===== config.mk =====
export PLATFORM = sky130hd
export DESIGN_NAME = decode_pipe_ctrl
export DESIGN_NICKNAME = d
export VERILOG_FILES = /design/src/rtl/decode_pipe_ctrl_pkg.sv /design/src/rtl/decode_pipe_ctrl_decode.sv /design/src/rtl/decode_pipe_ctrl.sv
export SDC_FILE = /design/constraint.sdc
export NUM_CORES = 1
export LEC_CHECK = 0
export ABC_AREA = 1
export BUFFER_PORTS_ARGS = -buffer_cell sky130_fd_sc_hd__buf_4
export CAP_MARGIN = 10
export CORE_AREA = 2 2 70 72
export CTS_CLUSTER_SIZE = 16
export DETAILED_ROUTE_END_ITERATION = 7
export DIE_AREA = 0 0 72 74
export PLACE_DENSITY = 0.72
export SETUP_SLACK_MARGIN = 0.5
export SYNTH_ARGS = -nofsm -noshare
export SYNTH_HDL_FRONTEND = slang
export SYNTH_SLANG_ARGS = --single-unit

===== constraint.sdc =====
create_clock -name clk_i -period 3.14 [get_ports clk_i]
set_input_delay 0 -clock clk_i [delete_from_list [all_inputs] [get_ports clk_i]]
set_output_delay 0 -clock clk_i [all_outputs]
set_load 0.05 [all_outputs]

===== src/rtl/decode_pipe_ctrl_pkg.sv =====
// Shared definitions for the decode stage controller.
// Holds the opcode constants, ALU control and shift encodings, the FSM state
// type, the packed control bundle and helpers that map funct3 to ALU/shift codes.
package decode_pipe_ctrl_pkg;

  localparam logic [6:0] OP_R      = 7'h33;
  localparam logic [6:0] OP_I      = 7'h13;
  localparam logic [6:0] OP_LOAD   = 7'h03;
  localparam logic [6:0] OP_STORE  = 7'h23;
  localparam logic [6:0] OP_BRANCH = 7'h63;
  localparam logic [6:0] OP_JAL    = 7'h6F;
  localparam logic [6:0] OP_JALR   = 7'h67;

  localparam logic [3:0] ALU_AND  = 4'b0000;
  localparam logic [3:0] ALU_OR   = 4'b0001;
  localparam logic [3:0] ALU_ADD  = 4'b0010;
  localparam logic [3:0] ALU_XOR  = 4'b0011;
  localparam logic [3:0] ALU_SLL  = 4'b0100;
  localparam logic [3:0] ALU_SRL  = 4'b0101;
  localparam logic [3:0] ALU_SUB  = 4'b0110;
  localparam logic [3:0] ALU_SRA  = 4'b0111;
  localparam logic [3:0] ALU_SLT  = 4'b1000;
  localparam logic [3:0] ALU_SLTU = 4'b1001;
  localparam logic [3:0] ALU_MUL  = 4'b1010;

  localparam logic [1:0] SH_NONE = 2'b00;
  localparam logic [1:0] SH_SLL  = 2'b01;
  localparam logic [1:0] SH_SRL  = 2'b10;
  localparam logic [1:0] SH_SRA  = 2'b11;

  typedef enum logic {ST_RUN, ST_FLUSH} state_t;

  typedef struct packed {
    logic       reg_write;
    logic       alu_src;
    logic       branch;
    logic       mem_read;
    logic       mem_write;
    logic       jal;
    logic       jalr;
    logic       illegal;
    logic [3:0] alu_ctrl;
    logic [2:0] compare;
    logic [1:0] shift;
    logic [4:0] rd;
    logic [4:0] rs1;
    logic [4:0] rs2;
  } ctrl_t;

  localparam int CTRL_W = $bits(ctrl_t);

  // alt selects SUB (funct3=0) or SRA (funct3=5); the caller decides when alt applies.
  function automatic logic [3:0] alu_from_funct3(input logic [2:0] f3, input logic alt);
    logic [3:0] a;
    case (f3)
      3'd0:    a = alt ? ALU_SUB : ALU_ADD;
      3'd1:    a = ALU_SLL;
      3'd2:    a = ALU_SLT;
      3'd3:    a = ALU_SLTU;
      3'd4:    a = ALU_XOR;
      3'd5:    a = alt ? ALU_SRA : ALU_SRL;
      3'd6:    a = ALU_OR;
      default: a = ALU_AND;
    endcase
    return a;
  endfunction

  function automatic logic [1:0] shift_from_funct3(input logic [2:0] f3, input logic alt);
    logic [1:0] s;
    case (f3)
      3'd1:    s = SH_SLL;
      3'd5:    s = alt ? SH_SRA : SH_SRL;
      default: s = SH_NONE;
    endcase
    return s;
  endfunction

endpackage


===== src/rtl/decode_pipe_ctrl_decode.sv =====
// instr_decode_comb: purely combinational instruction decoder.
// Ports: instr_i (32-bit instruction in), ctrl_o (packed ctrl_t bundle out).
// MEXT_EN=1 decodes R-type funct7=7'h01 as multiply, otherwise it is illegal.
module instr_decode_comb
  import decode_pipe_ctrl_pkg::*;
#(
  parameter int MEXT_EN = 0
) (
  input  logic [31:0]       instr_i,
  output logic [CTRL_W-1:0] ctrl_o
);

  logic [6:0] opcode;
  logic [2:0] funct3;
  logic [6:0] funct7;
  logic       sra_alt;
  ctrl_t      d;

  assign opcode = instr_i[6:0];
  assign funct3 = instr_i[14:12];
  assign funct7 = instr_i[31:25];
  // For I-ALU, bit 30 only distinguishes SRAI from SRLI; ADDI has no SUB form.
  assign sra_alt = instr_i[30] && (funct3 == 3'd5);

  always_comb begin
    d     = '0;
    d.rd  = instr_i[11:7];
    d.rs1 = instr_i[19:15];
    d.rs2 = instr_i[24:20];
    case (opcode)
      OP_R: begin
        d.reg_write = 1'b1;
        if (funct7 == 7'h01) begin
          if (MEXT_EN != 0) d.alu_ctrl = ALU_MUL;
          else              d.illegal  = 1'b1;
        end else begin
          d.alu_ctrl = alu_from_funct3(funct3, funct7[5]);
          d.shift    = shift_from_funct3(funct3, funct7[5]);
        end
      end
      OP_I: begin
        d.reg_write = 1'b1;
        d.alu_src   = 1'b1;
        d.alu_ctrl  = alu_from_funct3(funct3, sra_alt);
        d.shift     = shift_from_funct3(funct3, sra_alt);
      end
      OP_LOAD: begin
        d.reg_write = 1'b1;
        d.alu_src   = 1'b1;
        d.mem_read  = 1'b1;
        d.alu_ctrl  = ALU_ADD;
      end
      OP_STORE: begin
        d.alu_src   = 1'b1;
        d.mem_write = 1'b1;
        d.alu_ctrl  = ALU_ADD;
      end
      OP_BRANCH: begin
        d.branch   = 1'b1;
        d.alu_ctrl = ALU_SUB;
        d.compare  = funct3;
      end
      OP_JAL: begin
        d.reg_write = 1'b1;
        d.jal       = 1'b1;
        d.alu_ctrl  = ALU_ADD;
      end
      OP_JALR: begin
        d.reg_write = 1'b1;
        d.alu_src   = 1'b1;
        d.jalr      = 1'b1;
        d.alu_ctrl  = ALU_ADD;
      end
      default: d.illegal = 1'b1;
    endcase
    // Illegal words carry no side effects downstream.
    if (d.illegal) begin
      d.reg_write = 1'b0;
      d.alu_ctrl  = '0;
      d.shift     = '0;
    end
    if (d.rd == 5'd0) d.reg_write = 1'b0;
  end

  assign ctrl_o = d;

endmodule


===== src/rtl/decode_pipe_ctrl.sv =====
// decode_pipe_ctrl: decode-stage pipeline register with flush FSM and load-use
// hazard bubble insertion.
// Ports: clk_i/rst_i (clock, sync active-high reset); instr_i/instr_valid_i/
// instr_ready_o (fetch handshake); ex_ready_i (EX consumes bundle);
// redirect_i (taken branch/jump, squash younger work); ctrl_valid_o plus the
// registered control flags, ALU/compare/shift codes and register addresses.
module decode_pipe_ctrl
  import decode_pipe_ctrl_pkg::*;
#(
  parameter int FLUSH_CYCLES = 1,
  parameter int HAZARD_EN    = 1,
  parameter int MEXT_EN      = 0
) (
  input  logic        clk_i,
  input  logic        rst_i,
  input  logic [31:0] instr_i,
  input  logic        instr_valid_i,
  output logic        instr_ready_o,
  input  logic        ex_ready_i,
  input  logic        redirect_i,
  output logic        ctrl_valid_o,
  output logic        RegWrite_o,
  output logic        ALUsrc_o,
  output logic        Branch_o,
  output logic        MemRead_o,
  output logic        MemWrite_o,
  output logic        J_o,
  output logic        Jalr_o,
  output logic        illegal_o,
  output logic [3:0]  ALUControl_o,
  output logic [2:0]  Compare_o,
  output logic [1:0]  Shift_o,
  output logic [4:0]  rd_o,
  output logic [4:0]  rs1_o,
  output logic [4:0]  rs2_o
);

  localparam logic       HAZARD_ON  = (HAZARD_EN != 0);
  localparam logic [1:0] FLUSH_LOAD = 2'(FLUSH_CYCLES - 1);

  logic [CTRL_W-1:0] dec_bits;
  ctrl_t             dec;
  ctrl_t             out_q;
  logic              valid_q;
  state_t            state_q;
  logic [1:0]        fcnt_q;
  logic              uses_rs2;
  logic              bubble;
  logic              accept;

  instr_decode_comb #(.MEXT_EN(MEXT_EN)) u_decode (
    .instr_i (instr_i),
    .ctrl_o  (dec_bits)
  );

  assign dec = dec_bits;

  assign uses_rs2 = (instr_i[6:0] == OP_R) || (instr_i[6:0] == OP_STORE) ||
                    (instr_i[6:0] == OP_BRANCH);

  // A load sitting in the output register must reach EX before a consumer of its rd.
  assign bubble = HAZARD_ON && valid_q && out_q.mem_read && (out_q.rd != 5'd0) &&
                  ((out_q.rd == instr_i[19:15]) || ((out_q.rd == instr_i[24:20]) && uses_rs2));

  // While flushing, fetch is drained unconditionally so squashed words leave quickly.
  assign instr_ready_o = (state_q == ST_FLUSH) ||
                         (!bubble && (!valid_q || ex_ready_i));
  assign accept = instr_valid_i && instr_ready_o;

  always_ff @(posedge clk_i) begin
    if (rst_i) begin
      state_q <= ST_RUN;
      fcnt_q  <= '0;
      valid_q <= 1'b0;
      out_q   <= '0;
    end else if (redirect_i) begin
      valid_q <= 1'b0;
      state_q <= ST_FLUSH;
      fcnt_q  <= FLUSH_LOAD;
    end else begin
      case (state_q)
        ST_RUN: begin
          // Slot is free or being consumed: load the new bundle or a bubble.
          if (!valid_q || ex_ready_i) begin
            valid_q <= accept;
            if (accept) out_q <= dec;
          end
        end
        default: begin
          if (instr_valid_i) begin
            if (fcnt_q == 2'd0) state_q <= ST_RUN;
            else                fcnt_q  <= fcnt_q - 2'd1;
          end
        end
      endcase
    end
  end

  assign ctrl_valid_o = valid_q;
  assign RegWrite_o   = out_q.reg_write;
  assign ALUsrc_o     = out_q.alu_src;
  assign Branch_o     = out_q.branch;
  assign MemRead_o    = out_q.mem_read;
  assign MemWrite_o   = out_q.mem_write;
  assign J_o          = out_q.jal;
  assign Jalr_o       = out_q.jalr;
  assign illegal_o    = out_q.illegal;
  assign ALUControl_o = out_q.alu_ctrl;
  assign Compare_o    = out_q.compare;
  assign Shift_o      = out_q.shift;
  assign rd_o         = out_q.rd;
  assign rs1_o        = out_q.rs1;
  assign rs2_o        = out_q.rs2;

endmodule


==> results of run 1 <==
-- worst max-delay path, delay by kind of cell (launching register included) --
| kind | cells | cell delay (ns) |
|---|---|---|
| flip-flops | 1 | 0.46 |
| AO/OA/AOI/OAI | 1 | 0.07 |
| AND/OR/NAND/NOR | 6 | 1.27 |
| XOR/XNOR | 1 | 0.17 |
-- flip-flops by register name, summed over array words and instances (netlist names) --
signal	cells
RegWrite_o	1
rs1_o	5
rd_o	5
J_o	1
Shift_o	2
rs2_o	5
Jalr_o	1
fcnt_q	2
ALUControl_o	4
illegal_o	1
state_q	1
ctrl_valid_o	1
ALUsrc_o	1
MemWrite_o	1
MemRead_o	1
Compare_o	3
Branch_o	1
-- layout make-up --
type                    count  share of cell area
repair buffers             76               0.219
clock buffers               6              0.0274
clock inverters             1             0.00189
flip-flops and latches     36               0.272
inverters                  41              0.0582
multi-input cells         213               0.395
well taps                  54              0.0255
-- kinds of logic after synthesis --
| logic type | Yosys count | synth area share |
|---|---|---|
| AO/OA/AOI/OAI | 37 | 0.0960 |
| flip-flops | 36 | 0.357 |
| AND/OR/NAND/NOR | 167 | 0.379 |
| XOR/XNOR | 8 | 0.0347 |
| adder cells (fa/ha/maj) | 1 | 0.00619 |
| buffers and inverters | 56 | 0.127 |
-- path summary, 6_finish.rpt --
kind | start | end | slack, ns | depth (start not counted)
worst max-delay path | rd_o[3] | rd_o[3] | 1.04 | 8
worst min-delay path | instr_i[24] | rs2_o[4] | 0.02 | 3
worst max register to register | rd_o[3] | rd_o[3] | 1.04 | 8
worst min register to register | ALUControl_o[2] | ALUControl_o[2] | 0.46 | 2
-- cell usage after synthesis, types with 3 or more instances --
cell type  count
nand2_1       75
inv_1         39
dfxtp_1       36
nor2_1        32
a21oi_1       30
nand4_1       29
nand3_1       18
buf_2          7
buf_6          5
xor2_1         5
nor3_1         4
clkbuf_1       3
nor2_2         3
nor3b_1        3
o21ai_0        3
xnor2_1        3
-- layout by cell type (no fill, tap or decap) --
cell            n
a211oi_1        1
a21oi_1        30
a21oi_2         1
buf_4          72
clkbuf_1        1
clkbuf_8        5
clkinv_1        1
clkinv_2        1
dfxtp_1        36
dlygate4sd3_1   4
ha_1            1
inv_1          39
inv_2           1
nand2_1        75
nand2_2         1
nand3_1        18
nand3_4         1
nand3b_1        1
nand4_1        29
nor2_1         31
nor2_2          4
nor3_1          4
nor3b_1         3
o21ai_0         3
o21ai_1         1
o21bai_1        1
xnor2_1         3
xor2_1          5
-- power by group --
part / switching [mW] / internal, mW / leakage, nW
combinational: 0.142 / 0.0860 / 0.937
clock: 0.156 / 0.151 / 0.0410
sequential: 0.0133 / 0.472 / 0.293
total: 0.311 / 0.709 / 1.27
-- metrics by stage --
| stage | setup WS [ns] | power, mW | utilization |
|---|---|---|---|
| floorplan | 1.38 | 0.638 | - |
| CTS | 1.04 | 1.02 | 0.575 |
| global placement | 1.11 | 0.716 | 0.550 |
| detailed placement | 1.06 | 0.719 | 0.550 |
| finish | 1.04 | 1.02 | 0.575 |
| global route | 0.812 | 1.07 | 0.575 |
-- what timing repair did --
action | CTS | global route
endpoints found under the hold margin | 4 | 0
buffers inserted | 0 | 0
hold buffers | 4 | 0
-- layer usage --
metal | routed length [um] | part of all wire | up-vias | GRT usage
met1 | 2410 | 0.46 | 952 | 0.269
met3 | 360 | 0.069 | 6 | 0.0407
met2 | 2370 | 0.45 | 78 | 0.343
li1 | - | - | 1126 | -
met5 | 0 | 0 | - | 0
met4 | 79 | 0.015 | 0 | 0.0776
==> summary.txt, run 1 <==
Clock network
  • PostCTS Resize Cnt: 0
  • Clk pin slew, worst setup/hold paths: about 0.07 ns
  • Clk Latency, worst-skew pair: 0.29 ns
  • Clock buffer depth: 2
  • TritonCTS buffer count: 5
  • TritonCTS clock tree: built
  • CTS H-tree lvls: 2
  • Sink count of the clock tree: 36
  • Clk root buf: clkbuf_8

Drt
  • Final ANT Viol Nets: 0
  • Drt first pass iters: 4
  • Remaining DRCs: 0
  • Iter 0 DRT Violations: ~150
  • Vias: 2162
  • Via density: 5.06
  • Routed WL: between 5000 and 6000 um
  • Routed len/inst: 12.2 um

Global route
  • Pin count of the biggest net entering global routing: 38
  • Vias in the first global route: between 1.5k and 2k
  • Grt ovf: 0
  • Global Route Usage Sum: 0.207
  • Global-route wire length before repair: approximately 8600 um
  • Antenna violations before repair: 0

Timing
  • Worst Skew: roughly 0.0067 ns
  • Max-slew violation count: 0
  • Final hold vios: 0
  • F_max: around 480 MHz
  • RSZ-0062 raised after global routing: no
  • Slew headroom: 0.646
  • Final hold slack: ~0.017 ns
  • Setup TNS: 0 ns
  • Final period util: 0.669
  • Min Tclk post-route: 2.10 ns
  • Worst slew pin tran: ~0.53 ns
  • # setup viols final: 0

Floorplanning
  • Io pins: 71
  • Die Footprint: between 0.005 and 0.006 mm^2
  • Starting Density: 0.439
  • # rows: 25
  • Die X-Extent: between 70 and 80 um
  • Core area: between 0.004 and 0.005 mm^2
  • DIE HEIGHT: between 70 and 80 um

Critical path
  • Endpoint class of the critical path: flop
  • Req. time, crit path: between 3 and 4 ns
  • CP Max Fanout: 37
  • Startpoint class of the critical path: flop
  • CP Data Arrival Time: between 2 and 2.5 ns
  • Critical path class: flop to flop
  • Crit-path slowest cell: nand3_4
  • Crit-path max cell delay: ~0.47 ns
  • Worst-path cell chain: xor2_1 > nor2_1 > nand3_1 > nand2_1 > nand2_2 > nand3_4 > nand2_1 > a21oi_2
  • Most frequent CP cell: nand2_1

Synth
  • Yosys cell types: 26
  • Post-synth net total: 343
  • Avg Cell Area, Syn: 6.62 um^2
  • Netlist Area Pre-Place: between 0.002 and 0.0025 mm^2
  • FF+latch count, synth: 36
  • EDFF count, synth: 0
  • Share of the synthesized area in the top cell type: 0.357
  • Synth area leader: dfxtp_1
  • Register area share after synthesis: 0.357
  • Async S/R FF share, synth: 0
  • Prevailing post-synth register cell: dfxtp_1
  • Ranking of synthesized cells by area: dfxtp_1 36%, nand2_1 14%, nand4_1 9.0%
  • Synth Instances: between 300 and 400
  • Ys Warns: 0

Power
  • VDD IR max: about 170 uV
  • Leak Pwr: approximately 1.3 nW
  • Pwr Density: around 390 mW/mm^2

Finish
  • Multi-input gate area: between 0.001 and 0.0015 mm^2
  • Register area: 721 um^2
  • Non-Filler Instances: between 400 and 500
  • Final net count: approximately 410
  • Fillers: around 470
  • Layout area overhead: 31.0%
  • # diodes: 0
  • Layout cells sized above 1: 0.231
  • Final non-filler cell area: 0.00265 mm^2

Placement
  • Number of port buffers: 70
  • Placed cell areas: about 0.0025 mm^2
  • HPWL Detailed: between 3000 and 4000 um
  • Gpl congestion: between 0.8 and 0.9
  • Placed Cells: around 420

Outcome
  • Outcome: finished, final reports clean

Min path
  • Tightest Hold Check Type: primary input to flop

Run
  • Max_cap viols: 0
Power figures use the tool's default switching activity.
==> inputs of run 2 (changes only) <==
- ABC_AREA: 1 -> 0
- CORE_AREA: 2 2 70 72 -> 2 2 68 70
- DIE_AREA: 0 0 72 74 -> 0 0 70 72
- clock period: 3.14 -> 2.2 ns (I/O delays scaled with it)
==> run 2 against run 1 <==
Total power rose by 42%. Clock skew rose by 0.00065 ns. Via count fell by 4.3%. First-iteration DRC count fell by 52%. Register-to-register slack got worse by 0.90 ns. Area after synthesis fell by 7.2%. Sequential share of layout area fell by 1.2 points. Wire length rose by 7.4%. Highest routed layer unchanged. Count of clock-buffer cells in the layout fell by 1. Die area fell by 5.4%.
==> summary.txt, run 2 <==
Power
  • Pwr Density: 511 mW/mm^2 (+33%)
  • VDD IR max: 358 uV (+110%)
  • Power, Total: 1.45 mW (+42%)
  • Leak Pwr: 1.15 nW (-9.3%)

Critical path
  • R2r endpoint: J_o
  • FF-to-FF setup slack: 0.14 ns (-0.90 ns)
  • Bufs and invs on worst path: 2 (+2)
  • CP Max Fanout: 5 (-86%)
  • Worst-path cell chain: xor2_1 > nor4_1 > nand4_1 > buf_4 > a21o_1 > a211o_2 > buf_8
  • Crit path to: instr_ready_o
  • CP Data Arrival Time: 2.06 ns (-0.21 ns)
  • WP depth: 7 (-1)
  • Crit-path max cell delay: 0.37 ns (-0.10 ns)
  • Endpoint class of the critical path: output port
  • Launch point of the worst reg-to-reg path: rd_o[1]
  • Startpoint class of the critical path: flop
  • Crit-path slowest cell: dfxtp_4
  • Req. time, crit path: 2.20 ns (-1.11 ns)
  • CP startpoint: rd_o[1]
  • Critical path class: flop to output port
  • Delay-heaviest family, CP: compound AO/OA/AOI/OAI gates
  • FF-to-FF path depth: 8 (unchanged)

Placement
  • Placed cell areas: 0.00250 mm^2 (-0.89%)
  • Place WS: 0.242 ns (-0.814 ns)
  • Gpl congestion: 0.847 (+1.3%)
  • Number of port buffers: 70 (unchanged)
  • HPWL Detailed: 3840 um (about the same)
  • Placed Cells: 343 (-18%)

Drt
  • Final ANT Viol Nets: 0 (unchanged)
  • Iter 0 DRT Violations: 74 (-52%)
  • Drt first pass iters: 4 (unchanged)
  • Routed len/inst: 14.9 um (+22%)
  • Routed WL: 5600 um (+7.4%)
  • Via density: 5.51 (+8.9%)
  • Remaining DRCs: 0 (unchanged)
  • Vias: 2068 (-4.3%)

Timing
  • RSZ-0062 raised after global routing: yes
  • Final period util: 0.935
  • Max-slew violation count: 0 (unchanged)
  • Final worst setup slack: 0.143 ns (-0.895 ns)
  • Setup TNS: 0 ns (unchanged)
  • Worst slew pin tran: 0.575 ns (+0.0460 ns)
  • # setup viols final: 0 (unchanged)
  • Final hold vios: 0 (unchanged)
  • F_max: 486 MHz
  • Min Tclk post-route: 2.06 ns
  • Worst Skew: 0.00738 ns (+0.000651 ns)
  • Slew headroom: 0.616 (-0.0303)

Clock network
  • Clock buffer depth: 2 (unchanged)
  • Clk Latency, worst-skew pair: 0.29 ns (about the same)
  • TritonCTS clock tree: built
  • Sink count of the clock tree: 36 (unchanged)
  • Clk pin slew, worst setup/hold paths: 0.08 ns (about the same)
  • Clk root buf: clkbuf_8
  • CTS H-tree lvls: 2 (unchanged)
  • TritonCTS buffer count: 5 (unchanged)

Floorplanning
  • DIE HEIGHT: 72 um (-2.7%)
  • Core area: 0.00426 mm^2 (-7.3%)
  • Starting Density: 0.439 (about the same)
  • # rows: 24 (-4.0%)
  • Io pins: 71 (unchanged)
  • Die X-Extent: 70 um (-2.8%)
  • Die Footprint: 0.00504 mm^2 (-5.4%)

Synth
  • Synth area leader: dfxtp_1
  • Ranking of synthesized cells by area: dfxtp_1 38%, o21ai_0 6.7%, a21oi_1 6.1%
  • Async S/R FF share, synth: 0 (unchanged)
  • Share of the synthesized area in the top cell type: 0.385 (+0.0279)
  • EDFF count, synth: 0 (unchanged)
  • Most instantiated library cell after synthesis: dfxtp_1
  • Yosys cell types: 44 (+69%)
  • Netlist Area Pre-Place: 0.00187 mm^2 (-7.2%)
  • Register area share after synthesis: 0.385 (+0.0279)
  • Post-synth net total: 268 (-22%)
  • FF+latch count, synth: 36 (unchanged)
  • Most instantiated cells after synthesis: 36 x dfxtp_1, 25 x nand2_1, 25 x o21ai_0
  • Prevailing post-synth register cell: dfxtp_1
  • Synth Instances: 230 (-25%)
  • Ys Warns: 0 (unchanged)
  • Avg Cell Area, Syn: 8.14 um^2 (+23%)

Global route
  • Pin count of the biggest net entering global routing: 32 (-16%)
  • Global-route wire length before repair: 9270 um (+7.8%)
  • Vias in the first global route: 2004 (+4.7%)
  • Grt ovf: 0 (unchanged)
  • Antenna violations before repair: 0 (unchanged)
  • Global Route Usage Sum: 0.227 (+0.0203)

Finish
  • Non-Filler Instances: 375 (-12%)
  • Layout area overhead: 51.7%
  • Fillers: 375 (-21%)
  • Commonest non-fill, non-tap cell in the layout: buf_4
  • Final net count: 360 (-12%)
  • Final non-filler cell area: 0.00284 mm^2 (+7.4%)
  • # diodes: 0 (unchanged)
  • Layout cells sized above 1: 0.337 (+0.107)
  • Most frequent cells in the layout: 76 x buf_4, 31 x dfxtp_1, 25 x nand2_1

Min path
  • Tightest Hold Check Type: primary input to flop

Outcome
  • Outcome: finished, final reports clean

Run
  • Max_cap viols: 0 (unchanged)
## run 2: cell types whose count changed in the layout (fill, tap and decap cells not counted), moves of 7 or more
cell,delta
a21oi_1,-7
dlygate4sd3_1,+15
inv_1,-31
nand2_1,-50
nand4_1,-25
nor2_1,-23
o21ai_0,+15
## run 2: where the power goes
group	switching [mW]	internal, mW
clock network	0.245	0.215
registers	0.0142	0.666
logic	0.176	0.137
## run 2: worst min path at each step
stage	from	endpoint	slack, ns	cells after the start
floorplan	redirect_i	fcnt_q[0]	0.08	1
global placement	redirect_i	fcnt_q[0]	0.21	2
CTS	instr_i[23]	rs2_o[3]	0.001	3
global route	instr_i[23]	rs2_o[3]	0.005	3
detailed placement	redirect_i	fcnt_q[0]	0.22	2
finish	instr_i[23]	rs2_o[3]	0.001	3
## run 2: cell type report
class	count	area [um^2]	area share
inverter	8	30.0	0.0106
sequential	36	739	0.260
clock buffer	5	68.8	0.0242
clock inverter	3	13.8	0.00484
tap	52	65.1	0.0229
timing repair buffer	99	818	0.288
multi-input combinational	172	1110	0.389
## run 2: worst min-delay path: stages
cell     delay (ns)
buf_4          0.12
nand3_1        0.07
a21oi_1        0.06
## run 2: logic make-up (layout without fill, tap and decap cells)
group,after synthesis,after routing,share of synthesized area
XOR/XNOR,12,12,0.0561
AND/OR/NAND/NOR,87,87,0.244
AO/OA/AOI/OAI,65,65,0.219
adder cells (fa/ha/maj),1,1,0.00668
buffers and inverters,22,115,0.0508
flip-flops,36,36,0.385
multiplexers,7,7,0.0381
## run 2: metrics by stage
stage           util  hold WS, ns
6_report       0.666      0.00139
5_1_grt        0.666      0.00511
4_1_cts        0.656      0.00121
3_5_place_dp   0.587        0.219
3_3_place_gp   0.587        0.213
2_1_floorplan      -       0.0774
## run 2: routing by layer
layer	GRT usage	routed length (um)	up-vias
met1	0.284	2450	983
li1	-	-	1015
met3	0.0569	269	14
met2	0.368	2730	56
met4	0.109	151	0
met5	0	0	-
## run 2: what timing repair did
item	4_1_cts	5_1_grt
hold buffers	19	0
endpoints found under the hold margin	23	0
resized for setup	1	7
setup endpoints to repair	34	34
pin swaps	1	13
setup buffers	2	3
==> inputs of run 3 (changes only) <==
- BUFFER_PORTS_ARGS: -buffer_cell sky130_fd_sc_hd__buf_4 -> default
- DONT_BUFFER_PORTS: default -> 1
- PLACE_DENSITY: 0.72 -> 0.58
- SETUP_SLACK_MARGIN: 0.5 -> 0.15
==> run 3 against run 2 <==
Global-route usage shrank 1.3 points. Critical path depth unchanged. Hold slack got worse by 0.00052 ns. Wire length shrank 1.8%. Sequential power increased by 6.6%. Final area down 13%.
==> summary.txt, run 3 (synthesized netlist as in run 2, its figures left out) <==
Outcome
  • Outcome: finished, final reports clean

Critical path
  • CP startpoint: rd_o[1]
  • Worst-path cell chain: xor2_2 > nor4_2 > nand4_1 > a211oi_4 > nor2_4 > buf_6 > a211oi_2
  • Crit-path slowest cell: a211oi_4
  • Critical path class: flop to flop
  • R2r endpoint: ALUControl_o[1]
  • Req. time, crit path: 2.42 ns (+0.22 ns)
  • Bufs and invs on worst path: 1 (-1)
  • Delay-heaviest family, CP: compound AO/OA/AOI/OAI gates
  • Crit-path max cell delay: 0.48 ns (+0.11 ns)
  • Launch point of the worst reg-to-reg path: rd_o[1]
  • FF-to-FF path depth: 7 (-1)
  • FF-to-FF setup slack: 0.14 ns (about the same)
  • CP Data Arrival Time: 2.28 ns (+0.22 ns)
  • CP Max Fanout: 6 (+1)
  • Startpoint class of the critical path: flop
  • Endpoint class of the critical path: flop

Power
  • VDD IR max: 342 uV (-4.5%)
  • Pwr Density: 610 mW/mm^2 (+19%)
  • Power Internal: 1.10 mW (+7.8%)
  • Leak Pwr: 0.891 nW (-23%)
  • Clk pwr share: 0.391 (+0.075)
  • Sw frac: 0.277 (-0.0223)
  • Combinational share of power: 0.131 (-0.085)
  • Switching power: 420 uW (-3.4%)
  • Flop pwr share: 0.478 (+0.010)

Clock network
  • TritonCTS clock tree: built
  • Clk pin slew, worst setup/hold paths: 0.08 ns (about the same)
  • Clk Latency, worst-skew pair: 0.30 ns (about the same)
  • TritonCTS buffer count: 5 (unchanged)
  • CTS H-tree lvls: 2 (unchanged)
  • Clock buffer depth: 2 (unchanged)
  • Sink count of the clock tree: 36 (unchanged)
  • Clk root buf: clkbuf_8

Floorplanning
  • Die X-Extent: 70 um (unchanged)
  • Io pins: 71 (unchanged)
  • Starting Density: 0.439 (unchanged)
  • Core area: 0.00426 mm^2 (unchanged)
  • # rows: 24 (unchanged)
  • DIE HEIGHT: 72 um (unchanged)
  • Die Footprint: 0.00504 mm^2 (unchanged)

Drt
  • Remaining DRCs: 0 (unchanged)
  • Vias: 1897 (-8.3%)
  • Via density: 5.85 (+6.2%)
  • Routed WL: 5500 um (-1.8%)
  • Final ANT Viol Nets: 0 (unchanged)
  • Iter 0 DRT Violations: 96 (+30%)
  • Routed len/inst: 17.0 um (+14%)
  • Drt first pass iters: 5 (+1)

Finish
  • # diodes: 0 (unchanged)
  • Fillers: 397 (+5.9%)
  • Layout cells sized above 1: 0.165 (-0.172)
  • Final net count: 309 (-14%)
  • Final non-filler cell area: 0.00249 mm^2 (-13%)
  • Layout area overhead: 32.7%
  • Most frequent cells in the layout: 31 x dfxtp_1, 28 x dlygate4sd3_1, 25 x nand2_1
  • Commonest non-fill, non-tap cell in the layout: dfxtp_1

Global route
  • Grt ovf: 0 (unchanged)
  • Global Route Usage Sum: 0.214 (-0.0129)
  • Antenna violations before repair: 0 (unchanged)
  • Global-route wire length before repair: 8600 um (-7.1%)
  • Pin count of the biggest net entering global routing: 30 (-6.3%)
  • Vias in the first global route: 1789 (-11%)

Timing
  • Final period util: 0.937 (+0.00220)
  • Final hold vios: 0 (unchanged)
  • Setup TNS: 0 ns (unchanged)
  • RSZ-0062 raised after global routing: yes
  • Worst slew pin tran: 0.546 ns (-0.0284 ns)
  • Slew headroom: 0.635 (+0.0190)
  • Min Tclk post-route: 2.06 ns (+0.00485 ns)
  • F_max: 485 MHz (-0.24%)
  • # setup viols final: 0 (unchanged)
  • Max-slew violation count: 0 (unchanged)
  • Worst Skew: 0.00972 ns (+0.00235 ns)

Placement
  • Placed cell areas: 0.00198 mm^2 (-21%)
  • Gpl congestion: 0.799 (-5.7%)
  • HPWL Detailed: 3520 um (-8.1%)
  • Number of port buffers: 0 (-100%)

Min path
  • Hold Crit Endpoint: ALUControl_o[3]
  • Min-Delay Path Depth: 3 (unchanged)
  • Tightest Hold Check Type: primary input to flop
  • HP Start: instr_i[13]

Run
  • Max_cap viols: 0 (unchanged)
[run 3: changes by cell type in the layout (fill, tap and decap cells not counted), moves of 3 or more]
cell and delta:
nand3_2 -5, nand3_1 +5, dfxtp_2 +4, buf_4 -63, dfxtp_4 -4, buf_6 +3, o21ai_0 +5, dlygate4sd3_1 +9
o21ai_1 -5
[run 3: worst max-delay path by stage]
| stage | end | slack, ns | cells after the start |
|---|---|---|---|
| 4_1_cts | instr_ready_o | 0.16 | 5 |
| 2_1_floorplan | ALUControl_o[0] | 0.18 | 6 |
| 5_1_grt | ALUsrc_o | 0.03 | 7 |
| 3_5_place_dp | rs1_o[0] | 0.14 | 7 |
| 3_3_place_gp | rs1_o[0] | 0.23 | 7 |
| 6_report | ALUControl_o[1] | 0.14 | 7 |
[run 3: worst register-to-register path, cell delays in order, from the launching register on]
cell and delay [ns]:
dfxtp_4 0.37, xor2_2 0.15, nor4_2 0.26, nand4_1 0.24, a211oi_4 0.48, nor2_4 0.11, buf_6 0.17, a211oi_2 0.20
[run 3: layout make-up]
cell class,instances,area [um^2],area share
multi-input cells,172,1090,0.439
flip-flops and latches,36,729,0.293
repair buffers,48,459,0.185
clock buffers,5,68.8,0.0277
well taps,52,65.1,0.0262
clock inverters,3,42.5,0.0171
inverters,8,30.0,0.0121
[run 3: power groups by stage]
stage | clock (mW) | combinational (mW) | sequential, mW
3_3_place_gp | 0 | 0.133 | 0.740
3_5_place_dp | 0 | 0.133 | 0.740
6_report | 0.594 | 0.199 | 0.725
4_1_cts | 0.601 | 0.188 | 0.725
5_1_grt | 0.639 | 0.215 | 0.727
2_1_floorplan | 0 | 0.0997 | 0.755
[run 3: metrics by stage]
| step | worst slack, ns | instances | power, mW | util | hold slack, ns |
|---|---|---|---|---|---|
| floorplan | 0.182 | 230 | 0.854 | - | 0.0774 |
| CTS | 0.156 | 318 | 1.51 | 0.562 | 0.00320 |
| finish | 0.138 | 324 | 1.52 | 0.583 | 0.000870 |
| detailed placement | 0.137 | 281 | 0.873 | 0.464 | 0.0704 |
| global placement | 0.231 | 281 | 0.873 | 0.464 | 0.0663 |
| global route | 0.0305 | 324 | 1.58 | 0.583 | 0.0137 |
[run 3: layer usage]
layer  share of wire  track usage  wire length [um]
met2            0.46        0.325              2550
met5               0            0                 0
met3           0.076       0.0639               417
met1            0.45        0.293              2460
met4           0.013       0.0705                72
[run 3: timing repair]
action / 4_1_cts / 5_1_grt
gates cloned: 0 / 3
hold buffers: 28 / 1
hold endpoints to repair: 35 / 1
pin swaps: 2 / 18
setup endpoints to repair: 19 / 27
resized for setup: 2 / 14
setup buffers: 1 / 2
